$ cat src/rtl/rnn_pkg.sv
// Shared definitions for the denoise RNN layer sequencer: FSM states,
// layer index constants and concat-mux select encodings.
package rnn_pkg;

  localparam int N_LAYERS = 6;

  localparam int L_DENSE1 = 0;
  localparam int L_GRU1   = 1;
  localparam int L_DENSE2 = 2;
  localparam int L_GRU2   = 3;
  localparam int L_GRU3   = 4;
  localparam int L_DENSE3 = 5;

  localparam logic [1:0] CAT_NONE    = 2'd0;
  localparam logic [1:0] CAT_NOISE   = 2'd1;
  localparam logic [1:0] CAT_DENOISE = 2'd2;

  typedef enum logic [2:0] {
    S_IDLE,
    S_CLR,
    S_D1,
    S_G1,
    S_PAR,
    S_G3,
    S_D3,
    S_OUT
  } seq_state_t;

  function automatic logic [N_LAYERS-1:0] layer_bit(input int idx);
    return N_LAYERS'(1) << idx;
  endfunction

endpackage

$ cat src/rtl/rnn_layer_sequencer_if.sv
// Handshake bundle between the RNN layer sequencer (master) and the
// frame front-end, layer engines and gains consumer (slave).
interface rnn_layer_sequencer_if
  import rnn_pkg::*;
#(
  parameter int FRAME_CNT_W = 16
);

  logic                   frame_valid;
  logic                   frame_ready;
  logic                   clear_state;
  logic                   gru_clear;
  logic [N_LAYERS-1:0]    layer_start;
  logic [N_LAYERS-1:0]    layer_done;
  logic [1:0]             cat_sel;
  logic                   vad_valid;
  logic                   gains_valid;
  logic                   gains_ready;
  logic                   busy;
  logic                   err;
  logic [FRAME_CNT_W-1:0] frame_cnt;

  modport master (
    input  frame_valid, clear_state, layer_done, gains_ready,
    output frame_ready, gru_clear, layer_start, cat_sel, vad_valid,
           gains_valid, busy, err, frame_cnt
  );

  modport slave (
    output frame_valid, clear_state, layer_done, gains_ready,
    input  frame_ready, gru_clear, layer_start, cat_sel, vad_valid,
           gains_valid, busy, err, frame_cnt
  );

endinterface

$ cat src/rtl/rnn_seq_watchdog.sv
// Per-state cycle watchdog for the layer sequencer; expires during the
// TIMEOUT_CYCLES-th cycle spent in one waiting state.
module rnn_seq_watchdog #(
  parameter int TIMEOUT_CYCLES = 4096,
  parameter int TIMEOUT_W      = 13
) (
  input  logic clk,
  input  logic rst_n,
  input  logic i_enable,
  input  logic i_restart,
  output logic o_expired
);

  logic [TIMEOUT_W-1:0] r_count;
  logic [TIMEOUT_W-1:0] w_count;

  // The entry cycle of a state counts as cycle zero regardless of stale count.
  assign w_count   = i_restart ? '0 : r_count;
  assign o_expired = i_enable && (w_count == TIMEOUT_W'(TIMEOUT_CYCLES - 1));

  always_ff @(posedge clk or negedge rst_n) begin
    if (!rst_n) begin
      r_count <= '0;
    end else if (!i_enable) begin
      r_count <= '0;
    end else begin
      r_count <= w_count + TIMEOUT_W'(1);
    end
  end

endmodule

$ cat src/rtl/rnn_layer_sequencer.sv
// Per-frame scheduler for the denoise RNN layer engines.
// Optional watchdog abort enabled by defining RNN_SEQ_TIMEOUT_EN.
module rnn_layer_sequencer
  import rnn_pkg::*;
#(
  parameter int FRAME_CNT_W = 16
`ifdef RNN_SEQ_TIMEOUT_EN
  ,
  parameter int TIMEOUT_CYCLES = 4096,
  parameter int TIMEOUT_W      = 13
`endif
) (
  input  logic                  clk,
  input  logic                  rst_n,
  rnn_layer_sequencer_if.master bus
);

  seq_state_t             r_state;
  logic                   r_frame_ready;
  logic                   r_busy;
  logic                   r_gru_clear;
  logic                   r_vad_valid;
  logic                   r_gains_valid;
  logic                   r_pending;
  logic                   r_seen_d2;
  logic                   r_seen_g2;
  logic [N_LAYERS-1:0]    r_layer_start;
  logic [1:0]             r_cat_sel;
  logic [FRAME_CNT_W-1:0] r_frame_cnt;

  logic                   w_armed;
  logic [N_LAYERS-1:0]    w_done;
  logic                   w_step;

  // Dones are ignored on the start cycle, which is the only cycle a start bit is high.
  always_comb begin
    w_armed = (r_layer_start == '0);
    w_done  = bus.layer_done & {N_LAYERS{w_armed}};
    w_step  = 1'b0;
    case (r_state)
      S_D1:    w_step = w_done[L_DENSE1];
      S_G1:    w_step = w_done[L_GRU1];
      S_PAR:   w_step = (r_seen_d2 || w_done[L_DENSE2]) && (r_seen_g2 || w_done[L_GRU2]);
      S_G3:    w_step = w_done[L_GRU3];
      S_D3:    w_step = w_done[L_DENSE3];
      default: w_step = 1'b0;
    endcase
  end

`ifdef RNN_SEQ_TIMEOUT_EN
  logic r_err;
  logic w_timed;
  logic w_timeout;

  assign w_timed = (r_state == S_D1) || (r_state == S_G1) || (r_state == S_PAR) ||
                   (r_state == S_G3) || (r_state == S_D3);

  rnn_seq_watchdog #(
    .TIMEOUT_CYCLES (TIMEOUT_CYCLES),
    .TIMEOUT_W      (TIMEOUT_W)
  ) u_watchdog (
    .clk       (clk),
    .rst_n     (rst_n),
    .i_enable  (w_timed),
    .i_restart (!w_armed),
    .o_expired (w_timeout)
  );

  assign bus.err = r_err;
`else
  assign bus.err = 1'b0;
`endif

  always_ff @(posedge clk or negedge rst_n) begin
    if (!rst_n) begin
      r_state       <= S_IDLE;
      r_frame_ready <= 1'b1;
      r_busy        <= 1'b0;
      r_gru_clear   <= 1'b0;
      r_vad_valid   <= 1'b0;
      r_gains_valid <= 1'b0;
      r_pending     <= 1'b0;
      r_seen_d2     <= 1'b0;
      r_seen_g2     <= 1'b0;
      r_layer_start <= '0;
      r_cat_sel     <= CAT_NONE;
      r_frame_cnt   <= '0;
`ifdef RNN_SEQ_TIMEOUT_EN
      r_err         <= 1'b0;
`endif
    end else begin
      r_layer_start <= '0;
      r_gru_clear   <= 1'b0;
      r_vad_valid   <= 1'b0;
      if (bus.clear_state) r_pending <= 1'b1;

      case (r_state)
        S_IDLE: begin
          if (r_pending || bus.clear_state) begin
            r_state       <= S_CLR;
            r_gru_clear   <= 1'b1;
            r_frame_ready <= 1'b0;
            r_busy        <= 1'b1;
          end else if (bus.frame_valid) begin
            r_state       <= S_D1;
            r_layer_start <= layer_bit(L_DENSE1);
            r_frame_ready <= 1'b0;
            r_busy        <= 1'b1;
          end
        end
        S_CLR: begin
          r_state       <= S_IDLE;
          r_pending     <= 1'b0;
          r_frame_ready <= 1'b1;
          r_busy        <= 1'b0;
`ifdef RNN_SEQ_TIMEOUT_EN
          r_err         <= 1'b0;
`endif
        end
        S_D1: begin
          if (w_step) begin
            r_state       <= S_G1;
            r_layer_start <= layer_bit(L_GRU1);
          end
        end
        S_G1: begin
          if (w_step) begin
            r_state       <= S_PAR;
            r_layer_start <= layer_bit(L_DENSE2) | layer_bit(L_GRU2);
            r_cat_sel     <= CAT_NOISE;
            r_seen_d2     <= 1'b0;
            r_seen_g2     <= 1'b0;
          end
        end
        // dense2 and gru2 run concurrently; each done is remembered until both are in.
        S_PAR: begin
          if (w_done[L_DENSE2] && !r_seen_d2) begin
            r_vad_valid <= 1'b1;
            r_seen_d2   <= 1'b1;
          end
          if (w_done[L_GRU2]) r_seen_g2 <= 1'b1;
          if (w_step) begin
            r_state       <= S_G3;
            r_layer_start <= layer_bit(L_GRU3);
            r_cat_sel     <= CAT_DENOISE;
          end
        end
        S_G3: begin
          if (w_step) begin
            r_state       <= S_D3;
            r_layer_start <= layer_bit(L_DENSE3);
            r_cat_sel     <= CAT_NONE;
          end
        end
        S_D3: begin
          if (w_step) begin
            r_state       <= S_OUT;
            r_gains_valid <= 1'b1;
          end
        end
        S_OUT: begin
          if (bus.gains_ready) begin
            r_state       <= S_IDLE;
            r_gains_valid <= 1'b0;
            r_frame_cnt   <= r_frame_cnt + FRAME_CNT_W'(1);
            r_busy        <= 1'b0;
            r_frame_ready <= !(r_pending || bus.clear_state);
          end
        end
        default: r_state <= S_IDLE;
      endcase

`ifdef RNN_SEQ_TIMEOUT_EN
      // A done arriving on the expiry cycle still wins over the abort.
      if (w_timeout && !w_step) begin
        r_state       <= S_IDLE;
        r_err         <= 1'b1;
        r_cat_sel     <= CAT_NONE;
        r_busy        <= 1'b0;
        r_layer_start <= '0;
        r_frame_ready <= !(r_pending || bus.clear_state);
      end
`endif
    end
  end

  assign bus.frame_ready = r_frame_ready && !bus.clear_state;
  assign bus.busy        = r_busy;
  assign bus.gru_clear   = r_gru_clear;
  assign bus.vad_valid   = r_vad_valid;
  assign bus.gains_valid = r_gains_valid;
  assign bus.layer_start = r_layer_start;
  assign bus.cat_sel     = r_cat_sel;
  assign bus.frame_cnt   = r_frame_cnt;

endmodule

$ cat src/flat_wrapper.sv
// flat-port wrapper written by rule: the top's interface ports become plain ports
module rnn_layer_sequencer_flat import rnn_pkg::*;
#(
  parameter int FRAME_CNT_W = 16

)
  (clk, rst_n, bus_frame_valid, bus_clear_state, bus_layer_done, bus_gains_ready, bus_frame_ready, bus_gru_clear, bus_layer_start, bus_cat_sel, bus_vad_valid, bus_gains_valid, bus_busy, bus_err, bus_frame_cnt);
  rnn_layer_sequencer_if #(.FRAME_CNT_W(FRAME_CNT_W)) bus_i ();
  input  logic clk;
  input  logic rst_n;
  input wire logic [$bits(bus_i.frame_valid)-1:0] bus_frame_valid;
  input wire logic [$bits(bus_i.clear_state)-1:0] bus_clear_state;
  input wire logic [$bits(bus_i.layer_done)-1:0] bus_layer_done;
  input wire logic [$bits(bus_i.gains_ready)-1:0] bus_gains_ready;
  output wire logic [$bits(bus_i.frame_ready)-1:0] bus_frame_ready;
  output wire logic [$bits(bus_i.gru_clear)-1:0] bus_gru_clear;
  output wire logic [$bits(bus_i.layer_start)-1:0] bus_layer_start;
  output wire logic [$bits(bus_i.cat_sel)-1:0] bus_cat_sel;
  output wire logic [$bits(bus_i.vad_valid)-1:0] bus_vad_valid;
  output wire logic [$bits(bus_i.gains_valid)-1:0] bus_gains_valid;
  output wire logic [$bits(bus_i.busy)-1:0] bus_busy;
  output wire logic [$bits(bus_i.err)-1:0] bus_err;
  output wire logic [$bits(bus_i.frame_cnt)-1:0] bus_frame_cnt;
  assign bus_i.frame_valid = bus_frame_valid;
  assign bus_i.clear_state = bus_clear_state;
  assign bus_i.layer_done = bus_layer_done;
  assign bus_i.gains_ready = bus_gains_ready;
  assign bus_frame_ready = bus_i.frame_ready;
  assign bus_gru_clear = bus_i.gru_clear;
  assign bus_layer_start = bus_i.layer_start;
  assign bus_cat_sel = bus_i.cat_sel;
  assign bus_vad_valid = bus_i.vad_valid;
  assign bus_gains_valid = bus_i.gains_valid;
  assign bus_busy = bus_i.busy;
  assign bus_err = bus_i.err;
  assign bus_frame_cnt = bus_i.frame_cnt;
  rnn_layer_sequencer #(.FRAME_CNT_W(FRAME_CNT_W)) u_core (.clk(clk), .rst_n(rst_n), .bus(bus_i));
endmodule
$ cat config.mk
export PLATFORM = sky130hd
export DESIGN_NAME = rnn_layer_sequencer_flat
export DESIGN_NICKNAME = d
export VERILOG_FILES = /design/src/rtl/rnn_pkg.sv /design/src/rtl/rnn_layer_sequencer_if.sv /design/src/rtl/rnn_seq_watchdog.sv /design/src/rtl/rnn_layer_sequencer.sv /design/src/flat_wrapper.sv
export SDC_FILE = /design/constraint.sdc
export NUM_CORES = 1
export LEC_CHECK = 0
export CAP_MARGIN = 0
export CORE_MARGIN = 4
export CORE_UTILIZATION = 35
export DETAILED_ROUTE_END_ITERATION = 8
export PLACE_DENSITY = 0.6
export SYNTH_ARGS = -nofsm -noshare
export SYNTH_HDL_FRONTEND = slang
export SYNTH_SLANG_ARGS = --single-unit
$ cat constraint.sdc
create_clock -name clk -period 2.45 [get_ports clk]
set_input_delay 0.49 -clock clk [delete_from_list [all_inputs] [get_ports clk]]
set_output_delay 0.49 -clock clk [all_outputs]
set_load 0.02 [all_outputs]
==> results.yml <==
worst_setup_path:
  required_ns: 1.96
  reg2reg_slack_ns: 0.34
  timing.rr.start: "u_core.r_state[1]"
  crit_fanout: 4
  slowest_stage: "clkdlybuf4s50_1"
  cp_top_family: "buffers and inverters"
  crit_type: "primary input to output pin"
  crit_buf_inv: 2
  crit_top_cell: "clkdlybuf4s50_1"
  crit_path_max_incr_delay_ns: 0.61
  worstReg2RegEnd: "u_core.r_state[1]"
  reg2reg_depth: 6
  path_cells: "clkdlybuf4s50_1, nor2_1, clkdlybuf4s50_1"
  worstPathArrival_ns: 1.66
  endpoint_kind: "output pin"
  start_kind: "primary input"
run_status:
  outcome: "completed"
logic_synthesis:
  synthFlopType: "dfrtp_1"
  synth_cell_types: 45
  synth_edf_count: 0
  synth-seq-cells: 34
  syn-cell-area_sq_um: 1727
  ys_seq_area_frac: 0.4935
  postSynth.asyncResetShare: 1.000
  syn_nets: 182
  syn_inst: 167
  synth.avg_cell_area_sq_um: 10.34
  yosys_warnings: 0
sta:
  final.period_utilization: 0.8763
  final.min_clock_period_ns: 2.147
  timing.fmax_mhz: 465.8
  finalHoldViolCount: 0
  clock_skew_ns: 0.002183
  rsz0062_at_grt: "no"
  setup_ws_ns: 0.3030
  setup_viol: 0
  finalSetupTns_ns: 0
  slew_viol_final: 0
finish:
  drive_gt1_frac: 0.1080
  fin_cells: 280
  layout_common_cells: "39 x clkdlybuf4s50_1, 33 x dfrtp_1, 18 x nand2_1"
  fill_cells: 476
  final_nets: 229
  layout_commonest_cell: "clkdlybuf4s50_1"
  utilization: 0.4837
  synthToLayoutAreaGrowth_pct: 33.19
  diodes: 0
clock_network:
  cts_root_buf: "clkbuf_8"
  ctsHoldBuffers: 0
  cts_tree: "built"
  clockBufferDepth: 2
  cts_buffers: 5
  cts_setup_buffers: 0
  cts.repair.resized: 0
  clk_pin_slew_ns: 0.06
  clock_latency_ns: 0.28
  cts_htree_levels: 2
  clock-sinks: 34
detailed_routing:
  first_pass_iters: 4
  via_per_inst: 4.739
  drtAntennaViolNets: 0
  finalWirelength_um: 3625
  drc_errors: 0
  vias: 1327
  post_drt_wl_per_cell_um: 12.95
  drtIter0Drc: 59
min_path:
  min-delay-start: "u_core.bus.frame_cnt[15]"
  whs_path_depth: 1
  min_to: "u_core.bus.frame_cnt[15]"
  hold_class: "register to register"
floorplan:
  rows: 25
  core-area_sq_um: 4755
  die_h_um: 78.24
  fp.dieW_um: 78.24
  io_pins: 41
  initial_utilization: 0.3632
  die-area_sq_um: 6121
placement:
  dpl.hpwl_um: 2677
  dp_slack_ns: 0.2690
  place_inst: 274
  routabilityCongestion: 0.7170
  io_buffers: 39
global_route:
  grt_usage: 0.1256
  grt_pass1_vias: 1243
  grt_max_degree: 35
  grt_pass1_wl_um: 6030
  overflow: 0
  antenna_found_initial: 0
power_and_ir_drop:
  p_per_area_nw_per_um2: 807.1
  p_total_uw: 1856
  ir_drop_uv: 534.4
  p_leak_uw: 0.001020
run:
  maxCapViolations: 0
## worst max-delay path by stage
stage	startpoint	end	slack [ns]	cells past startpoint
final	bus_clear_state	bus_frame_ready	0.30	3
after global routing	u_core.r_state[1]	u_core.r_state[0]	0.24	6
after CTS	bus_clear_state	bus_frame_ready	0.30	3
after detailed placement	bus_layer_done[2]	u_core.r_state[1]	0.27	5
after global placement	bus_layer_done[2]	u_core.r_state[0]	0.29	5
after floorplan	u_core.r_state[1]	u_core.r_state[1]	0.55	7
## area by class of cell
type	instances	area, sq um	area share
Tap cell	67	83.83	0.03645
Inverter	7	26.28	0.01143
Timing Repair Buffer	46	442.9	0.1926
Multi-Input combinational cell	120	812.0	0.3531
Sequential cell	34	852.1	0.3705
Clock buffer	6	82.58	0.03591
## flip-flops by register name, indices dropped and copies added, names as in the netlist
register / flops
u_core.bus.busy: 1
u_core.bus.cat_sel: 2
u_core.bus.frame_cnt: 16
u_core.bus.gains_valid: 1
u_core.bus.gru_clear: 1
u_core.bus.layer_start: 5
u_core.bus.vad_valid: 1
u_core.r_frame_ready: 1
u_core.r_pending: 1
u_core.r_seen_d2: 1
u_core.r_seen_g2: 1
u_core.r_state: 3
## worst reg2reg max path: stages, from the launching register on
cell and delay [ns]:
dfrtp_1 0.55, buf_4 0.24, nor3_1 0.33, nand2_1 0.13, o22ai_1 0.34, a31oi_4 0.07
mux2_1 0.33
## cells in the mapped netlist (2+ instances only)
cell type | instances | area, sq um
nor3b_1 | 2 | 15.01
nor3_1 | 6 | 30.03
a31oi_1 | 3 | 18.77
nand3_1 | 8 | 40.04
nor2b_1 | 3 | 18.77
a21oi_1 | 4 | 20.02
ha_1 | 4 | 50.05
o21ai_0 | 3 | 15.01
xnor2_1 | 12 | 105.1
and4_1 | 2 | 17.52
dfrtp_1 | 33 | 825.8
xor2_1 | 3 | 26.28
mux2_1 | 3 | 33.78
nand2_1 | 18 | 67.56
inv_1 | 7 | 26.28
mux2i_1 | 3 | 30.03
buf_4 | 3 | 22.52
and2_1 | 2 | 12.51
and3_1 | 4 | 25.02
nor2_1 | 15 | 56.30
mux2_2 | 2 | 22.52
nand4_1 | 3 | 18.77
buf_2 | 2 | 10.01
## power breakdown
group | internal (uW) | switching, uW
Combinational | 339 | 380
Sequential | 652 | 82.7
Clock | 217 | 186
## cell families (layout without fill, tap and decap cells)
logic type / Yosys count / count (layout) / share of synthesized area
AND/OR/NAND/NOR: 70 / 70 / 0.2167
flip-flops: 34 / 34 / 0.4935
other: 1 / 1 / 0.002172
XOR/XNOR: 15 / 15 / 0.07609
buffers and inverters: 13 / 59 / 0.03623
adder cells (fa/ha/maj): 4 / 4 / 0.02899
multiplexers: 8 / 8 / 0.05000
AO/OA/AOI/OAI: 22 / 22 / 0.09639
## per-stage QoR
| step | instance area [sq um] | hold slack [ns] |
|---|---|---|
| floorplan | 1727 | 0.1944 |
| global placement | 2217 | 0.4502 |
| detailed placement | 2217 | 0.4576 |
| CTS | 2300 | 0.4662 |
| global route | 2300 | 0.4805 |
| finish | 2300 | 0.4615 |
## metal layers
layer,GRT usage,wire length [um],vias to the layer above
li1,-,-,672
met1,0.1842,1879,620
met4,0.05769,67,0
met5,0,0,-
met3,0.03096,140,5
met2,0.1721,1539,30
No activity file was read; power rests on OpenSTA's default activity.
